**config.mk**
```make
export PLATFORM = sky130hd
export DESIGN_NAME = wb_regfile_unit
export DESIGN_NICKNAME = d
export VERILOG_FILES = /design/src/rtl/wb_regfile_unit.sv
export SDC_FILE = /design/constraint.sdc
export NUM_CORES = 2
export LEC_CHECK = 0
export ABC_AREA = 1
export ABC_CLOCK_PERIOD_IN_PS = 3320
export CAP_MARGIN = 20
export CELL_PAD_IN_SITES_DETAIL_PLACEMENT = 2
export CELL_PAD_IN_SITES_GLOBAL_PLACEMENT = 2
export CORE_MARGIN = 1
export CORE_UTILIZATION = 38
export CTS_CLUSTER_SIZE = 28
export DETAILED_ROUTE_END_ITERATION = 8
export PLACE_DENSITY = 0.77
export SLEW_MARGIN = 20
export SYNTH_ARGS = -nofsm -noshare
export SYNTH_HDL_FRONTEND = slang
export SYNTH_SLANG_ARGS = --single-unit
export TNS_END_PERCENT = 10
```
**constraint.sdc**
```tcl
create_clock -name CLK -period 3.32 [get_ports CLK]
set_input_delay 0.996 -clock CLK [delete_from_list [all_inputs] [get_ports CLK]]
set_output_delay 0.996 -clock CLK [all_outputs]
set_load 0.05 [all_outputs]
```
**src/rtl/wb_regfile_unit.sv**
```systemverilog
// -----------------------------------------------------------------------------
// wb_regfile_unit
//   Write-back stage and 32x64 vector register file. Consumes ALU results
//   (ALU_output / ALU_rD / ALU_PPP) and commits the bytes selected by the PPP
//   participation field. Serves two registered read ports (rA, rB) to ID.
//   Bit numbering is big-endian [0:63]; byte k occupies bits [8k:8k+7].
//
// Optional feature macro: WB_BYPASS_EN
//   defined   : a same-edge read of the register being written returns the
//               merged word (new bytes under the mask, old bytes elsewhere).
//   undefined : such a read returns the pre-write contents; ID must insert a
//               bubble for a read-after-write at distance 0.
//
// Ports
//   CLK, RST        clock (rising edge), synchronous active-high reset
//   WB_enable       ALU result valid this cycle (always accepted, no stall)
//   ALU_rD          destination register
//   ALU_PPP         participation field -> byte mask
//   ALU_output      result data [0:63]
//   RD_enable       sample ID_rA / ID_rB at this edge
//   ID_rA, ID_rB    read addresses
//   RF_rA_data      registered read data A (holds while RD_enable=0)
//   RF_rB_data      registered read data B (holds while RD_enable=0)
//   WB_byte_mask    mask applied at the last edge, 0 when no effective write
//   WB_commit_cnt   effective writes since reset, saturating
//
// Handshake: none. WB_enable is a one-cycle valid with an implicit, always
// asserted ready; every presented result is consumed at the next edge.
// -----------------------------------------------------------------------------
module wb_regfile_unit #(
    parameter int DATA_W = 64,
    parameter int ADDR_W = 5,
    parameter int CNT_W  = 16
) (
    input  logic              CLK,
    input  logic              RST,
    input  logic              WB_enable,
    input  logic [ADDR_W-1:0] ALU_rD,
    input  logic [2:0]        ALU_PPP,
    input  logic [0:DATA_W-1] ALU_output,
    input  logic              RD_enable,
    input  logic [ADDR_W-1:0] ID_rA,
    input  logic [ADDR_W-1:0] ID_rB,
    output logic [0:DATA_W-1] RF_rA_data,
    output logic [0:DATA_W-1] RF_rB_data,
    output logic [0:7]        WB_byte_mask,
    output logic [CNT_W-1:0]  WB_commit_cnt
);

    localparam int NREGS = 2 ** ADDR_W;

    logic [0:DATA_W-1] regs_q [NREGS];
    logic [0:DATA_W-1] rf_a_q, rf_a_d;
    logic [0:DATA_W-1] rf_b_q, rf_b_d;
    logic [0:7]        mask_q, mask_d;
    logic [CNT_W-1:0]  cnt_q, cnt_d;

    logic [0:7]        ppp_mask;
    logic              wr_eff;
    logic [0:DATA_W-1] merged;

    // PPP decode; reserved codes select no bytes, which suppresses the write.
    always_comb begin
        ppp_mask = 8'b0000_0000;
        case (ALU_PPP)
            3'b000:  ppp_mask = 8'b1111_1111;
            3'b001:  ppp_mask = 8'b1111_0000;
            3'b010:  ppp_mask = 8'b0000_1111;
            3'b011:  ppp_mask = 8'b1010_1010;
            3'b100:  ppp_mask = 8'b0101_0101;
            default: ppp_mask = 8'b0000_0000;
        endcase
    end

    assign wr_eff = WB_enable && (ALU_rD != '0) && (ppp_mask != 8'h00);

    // Byte merge of the new result over the current register contents.
    always_comb begin
        merged = regs_q[ALU_rD];
        for (int k = 0; k < 8; k++) begin
            if (ppp_mask[k]) merged[8*k +: 8] = ALU_output[8*k +: 8];
        end
    end

    always_comb begin
        rf_a_d = rf_a_q;
        rf_b_d = rf_b_q;
        if (RD_enable) begin
            rf_a_d = regs_q[ID_rA];
            rf_b_d = regs_q[ID_rB];
`ifdef WB_BYPASS_EN
            if (wr_eff && (ID_rA == ALU_rD)) rf_a_d = merged;
            if (wr_eff && (ID_rB == ALU_rD)) rf_b_d = merged;
`endif
        end
    end

    always_comb begin
        mask_d = wr_eff ? ppp_mask : 8'h00;
        cnt_d  = cnt_q;
        if (wr_eff && (cnt_q != {CNT_W{1'b1}})) cnt_d = cnt_q + CNT_W'(1);
    end

    // R0 is only ever cleared by reset and never written, so it reads 0.
    always_ff @(posedge CLK) begin
        if (RST) begin
            for (int i = 0; i < NREGS; i++) regs_q[i] <= '0;
            rf_a_q <= '0;
            rf_b_q <= '0;
            mask_q <= '0;
            cnt_q  <= '0;
        end else begin
            if (wr_eff) regs_q[ALU_rD] <= merged;
            rf_a_q <= rf_a_d;
            rf_b_q <= rf_b_d;
            mask_q <= mask_d;
            cnt_q  <= cnt_d;
        end
    end

    assign RF_rA_data    = rf_a_q;
    assign RF_rB_data    = rf_b_q;
    assign WB_byte_mask  = mask_q;
    assign WB_commit_cnt = cnt_q;

endmodule
```
* Word level (Yosys, flattened, before mapping) *
Memories as Yosys holds them, arrays and structs flattened. A register that Yosys moved wholly into a read port is not among the register bits.
Cells that the tools add are included.

storage, ports and cells
  bits in registers = 24
  bits in writable memories = 2,048
  input bits = 86
  output and inout bits = 152
  word-level logic and storage cells = 51
  memories = 1

operators by class
  add/subtract/negate cells = 1
  equality and inequality tests = 13
  muxes and demuxes = 17
  bitwise operators = 1
  reductions and logical operators = 16

memory list
  name    words  bits a word  read ports  clocked after Yosys merged registers in  wr ports  line  source
  regs_q  32     64           2           2                                        32        52    logic [0:DATA_W-1] regs_q [NREGS];

operators with widths
  cell                     number
  $mux W8                  9
  $mux W64                 1
  $reduce_or A64 Y1        1
  $pmux W8 S5              1
  $add A16 B1 Y16 const B  1
  $ne A16 B16 Y1 const B   1
  $reduce_and A2 Y1        8
  $ne A1 B1 Y1 const B     8
  $reduce_bool A8 Y1       1
  $eq A3 B2 Y1 const B     2
  $mux W1                  5
  $mux W5                  1
  $reduce_bool A5 Y1       1
  $eq A3 B1 Y1 const B     1
  $eq A3 B3 Y1 const B     1
  $logic_and A1 B1 Y1      3
  $logic_not A3 Y1         1
  $reduce_or A2 Y1         1
  $not A1 Y1               1

* Logic depth before layout (Yosys ltp) *
  depth after elaboration = 10
  depth in mapped cells = 14
  gate-level depth less buffers = 11

* Worst setup path after synthesis *
Ideal clock, no wire load.

  kind = in2reg
  from = input ALU_PPP[1]
  to = memory regs_q[12][10] (netlist name) (enable)
  arrival = 2.578 ns
  data required time = 2.948 ns
  path slack = 0.370 ns
  stages on the path = 9
  path buffers = 3
  path through = o21a_1 -> nor2_2 -> nand2_2 -> nor3b_1 -> buf_2 -> buf_6 -> nand2_2 -> buf_2 -> nand2_1

RTL lines
  what         line  source
  from (decl)  39    input logic [2:0] ALU_PPP,
  to (decl)    52

* Final worst setup path *
  from = register rf_a_q, in the netlist RF_rA_data[32], read port of regs_q
  to = output RF_rA_data[32] (netlist name)

RTL lines
  what         line  source
  from (decl)  53    logic [0:DATA_W-1] rf_a_q, rf_a_d;
  to (decl)    44    output logic [0:DATA_W-1] RF_rA_data,

No word-level cell between the ends.

==> impl_metrics.toml <==
[layout]
final_cell_mix = "nand2_1, nand3_1, nor2_1"
stdcell_count = 19000
final_common_cell = "nand2_1"
fin_nets = 14800
final_util_pct = 45.6
multiInputGateArea_um2 = 46200
syn2layout_area_growth_pct = 19.1
fillers = 33300
drive_gt1_share_pct = 9.14
register_area_um2 = 64500

[drt]
drtAntennaViolNets = 0
first_pass_iters = 6
avgViaCountPerCell = 6.13
post_drt_wl_per_cell_um = 32.0
drcViolationCount = 0
vias = 117000
drtIter0Drc = 12400
drt_wl_total_um = 610000

[critical_path]
critical_path.top_delay_family = "buffers and inverters"
slowest_stage = "clkdlybuf4s50_1"
path_depth = 1
critPathArrivalTime_ps = 2270
r2r.worst_path.cells = 8
crit_buf_inv = 1
path_cells = "clkdlybuf4s50_1"
path_max_fanout = 2
cp-end-kind = "output pin"
cp_slowest_stage_delay_ps = 880
critical_path_class = "register to output pin"
worstPathRequired_ps = 2320
startpoint_type = "register"

[floorplan]
die_x_um = 555
dieArea_um2 = 308000
core_um2 = 304000
die_y_um = 555
rows = 202
start_util_pct = 38.3
ios = 238

[clock_tree]
cts_tree = "built"
cts_root_buf = "clkbuf_16"
path_clk_slew_ps = 60
clock_latency_ps = 910
postCtsSetupBuffers = 0
cts.htree.levels = 5
cts_made_buffers = 272
holdBufCountCts = 0
clock-sinks = 2196
clk_path_buf_depth = 4
cts-resized-gates = 7

[sta]
setup_tns_ps = 0
finalWorstSetupSlack_ps = 54.0
fin_crit_sh_pct = 98.4
max_freq_mhz = 306
finClkSkew_ps = 45.1
holdWs_ps = 464
setup-violations-final = 0
hold_viol = 0
slew_viol_final = 0
worst-slew-pin-transition_ps = 1030
max-slew-margin-rel_pct = 31.4
rsz0062_at_grt = "no"
finalCriticalPeriod_ps = 3270

[yosys]
synth_top_cell_by_area = "edfxtp_1"
syn_area_um2 = 116000
syn-instance-count = 14500
synth_area_leaders = "edfxtp_1, nand3_1, nand2_1, nor2_1, clkbuf_1"
yosysWarnings = 0
seq_area_frac_synth_pct = 55.5
ys_ff_latch = 2196
avgSynthCellArea_um2 = 8.00
yosysUniqueCellTypes = 27
yosysTopAreaCellShare_pct = 52.9

[global_routing]
grt_use_total_pct = 38.7
gr-total-overflow = 0
grt_pass1_wl_um = 874000
grt_pass1_vias = 125000
grt_start_max_net_pins = 126
antenna_found_initial = 22

[power]
p_comb_share_pct = 15.2
power.switching_mw = 21.8
p_clk_share_pct = 40.1
switching_share_pct = 29.6
p_per_area_nw_per_um2 = 531
p_seq_share_pct = 44.7
worst_ir_drop_vdd_v = 0.000404
intPower_mw = 51.7
p_leak_nw = 56.3

[status]
status = "finished clean"

[placed_design]
place.gp.congestion = 0.953
dp_hpwl_um = 411000
dp_cells = 18600
io_buffers = 237
place_ws_ps = -490

[min_path]
hold_depth = 4
hold_class = "primary input to register"

[flow_run]
maxCapViolations = 0
[Yosys cell counts]
cell	instances
buf_4	7
buf_2	109
xnor2_1	4
nand2_2	46
buf_6	3
o21ai_0	2
nor3_4	1
nor3_1	6
a211oi_1	1
xor2_1	6
nor3b_1	2
inv_2	9
nor2_2	3
o21a_1	1
nand3_1	3978
a21oi_1	12
nor2_1	2287
buf_1	169
nand2_1	4486
nand4_1	3
clkbuf_1	986
dfxtp_1	148
inv_1	209
ha_1	1
conb_1	1
edfxtp_1	2048
or2_1	1
[layer usage]
metal | up-vias | part of all wire (%) | wire, µm | global-route usage, %
met5 | - | 0.0041 | 25 | 0
met4 | 4 | 7.1 | 43300 | 25.1
met3 | 1599 | 7.8 | 47500 | 6.49
met2 | 5590 | 47 | 285000 | 63.0
met1 | 60600 | 38 | 234000 | 47.4
li1 | 49000 | - | - | -
[final cells by class]
class                   instances  share of cell area [%]
clock buffers                 359                    5.41
well taps                    4080                    3.69
multi-input cells           10900                    33.4
diodes                         13                  0.0235
flip-flops and latches       2196                    46.6
repair buffers               1162                    9.58
clock inverters               114                   0.679
inverters                     218                   0.639
[power by group through the flow]
stage                     logic (mW)  clock network (mW)  registers [mW]
final                           11.2                29.5            32.8
after global placement          10.4                   0            33.2
after CTS                       11.0                29.7            32.8
after detailed placement        10.8                   0            33.3
after floorplan                 5.03                   0            33.3
after global routing            11.6                30.6            32.9
[through the flow]
| step | cell area, µm² | total power, mW |
|---|---|---|
| floorplan | 116000 | 38.3 |
| global placement | 130000 | 43.6 |
| detailed placement | 130000 | 44.2 |
| CTS | 138000 | 73.4 |
| global route | 138000 | 75.1 |
| finish | 138000 | 73.5 |
[final timing paths]
check,start,end,slack [ps]
worst max-delay path,RF_rA_data[32]$_SDFFE_PP0P_,RF_rA_data[32],50
worst min-delay path,RST,RF_rA_data[26]$_SDFFE_PP0P_,460
worst min register to register,WB_commit_cnt[15]$_SDFFE_PP0P_,WB_commit_cnt[15]$_SDFFE_PP0P_,510
worst max register to register,WB_commit_cnt[0]$_SDFFE_PP0P_,WB_commit_cnt[12]$_SDFFE_PP0P_,1310
[kinds of logic (layout without fill, tap and decap cells)]
kind of cell	Yosys count	count (layout)	share of synthesized area, %
simple gates	10800	10800	39.4
flops	2196	2196	55.5
buf+inv	1492	1853	4.98
compound gates	16	16	0.0733
xor+xnor	10	10	0.0754
fa+ha+maj	1	1	0.0108
other cells	1	77	0.00323
[sequential cells by signal, indices dropped and copies added, names as in the netlist]
| name | cells |
|---|---|
| RF_rA_data | 64 |
| RF_rB_data | 64 |
| WB_byte_mask | 4 |
| WB_commit_cnt | 16 |
| regs_q | 2048 |
(Power assumes the default switching activity.)
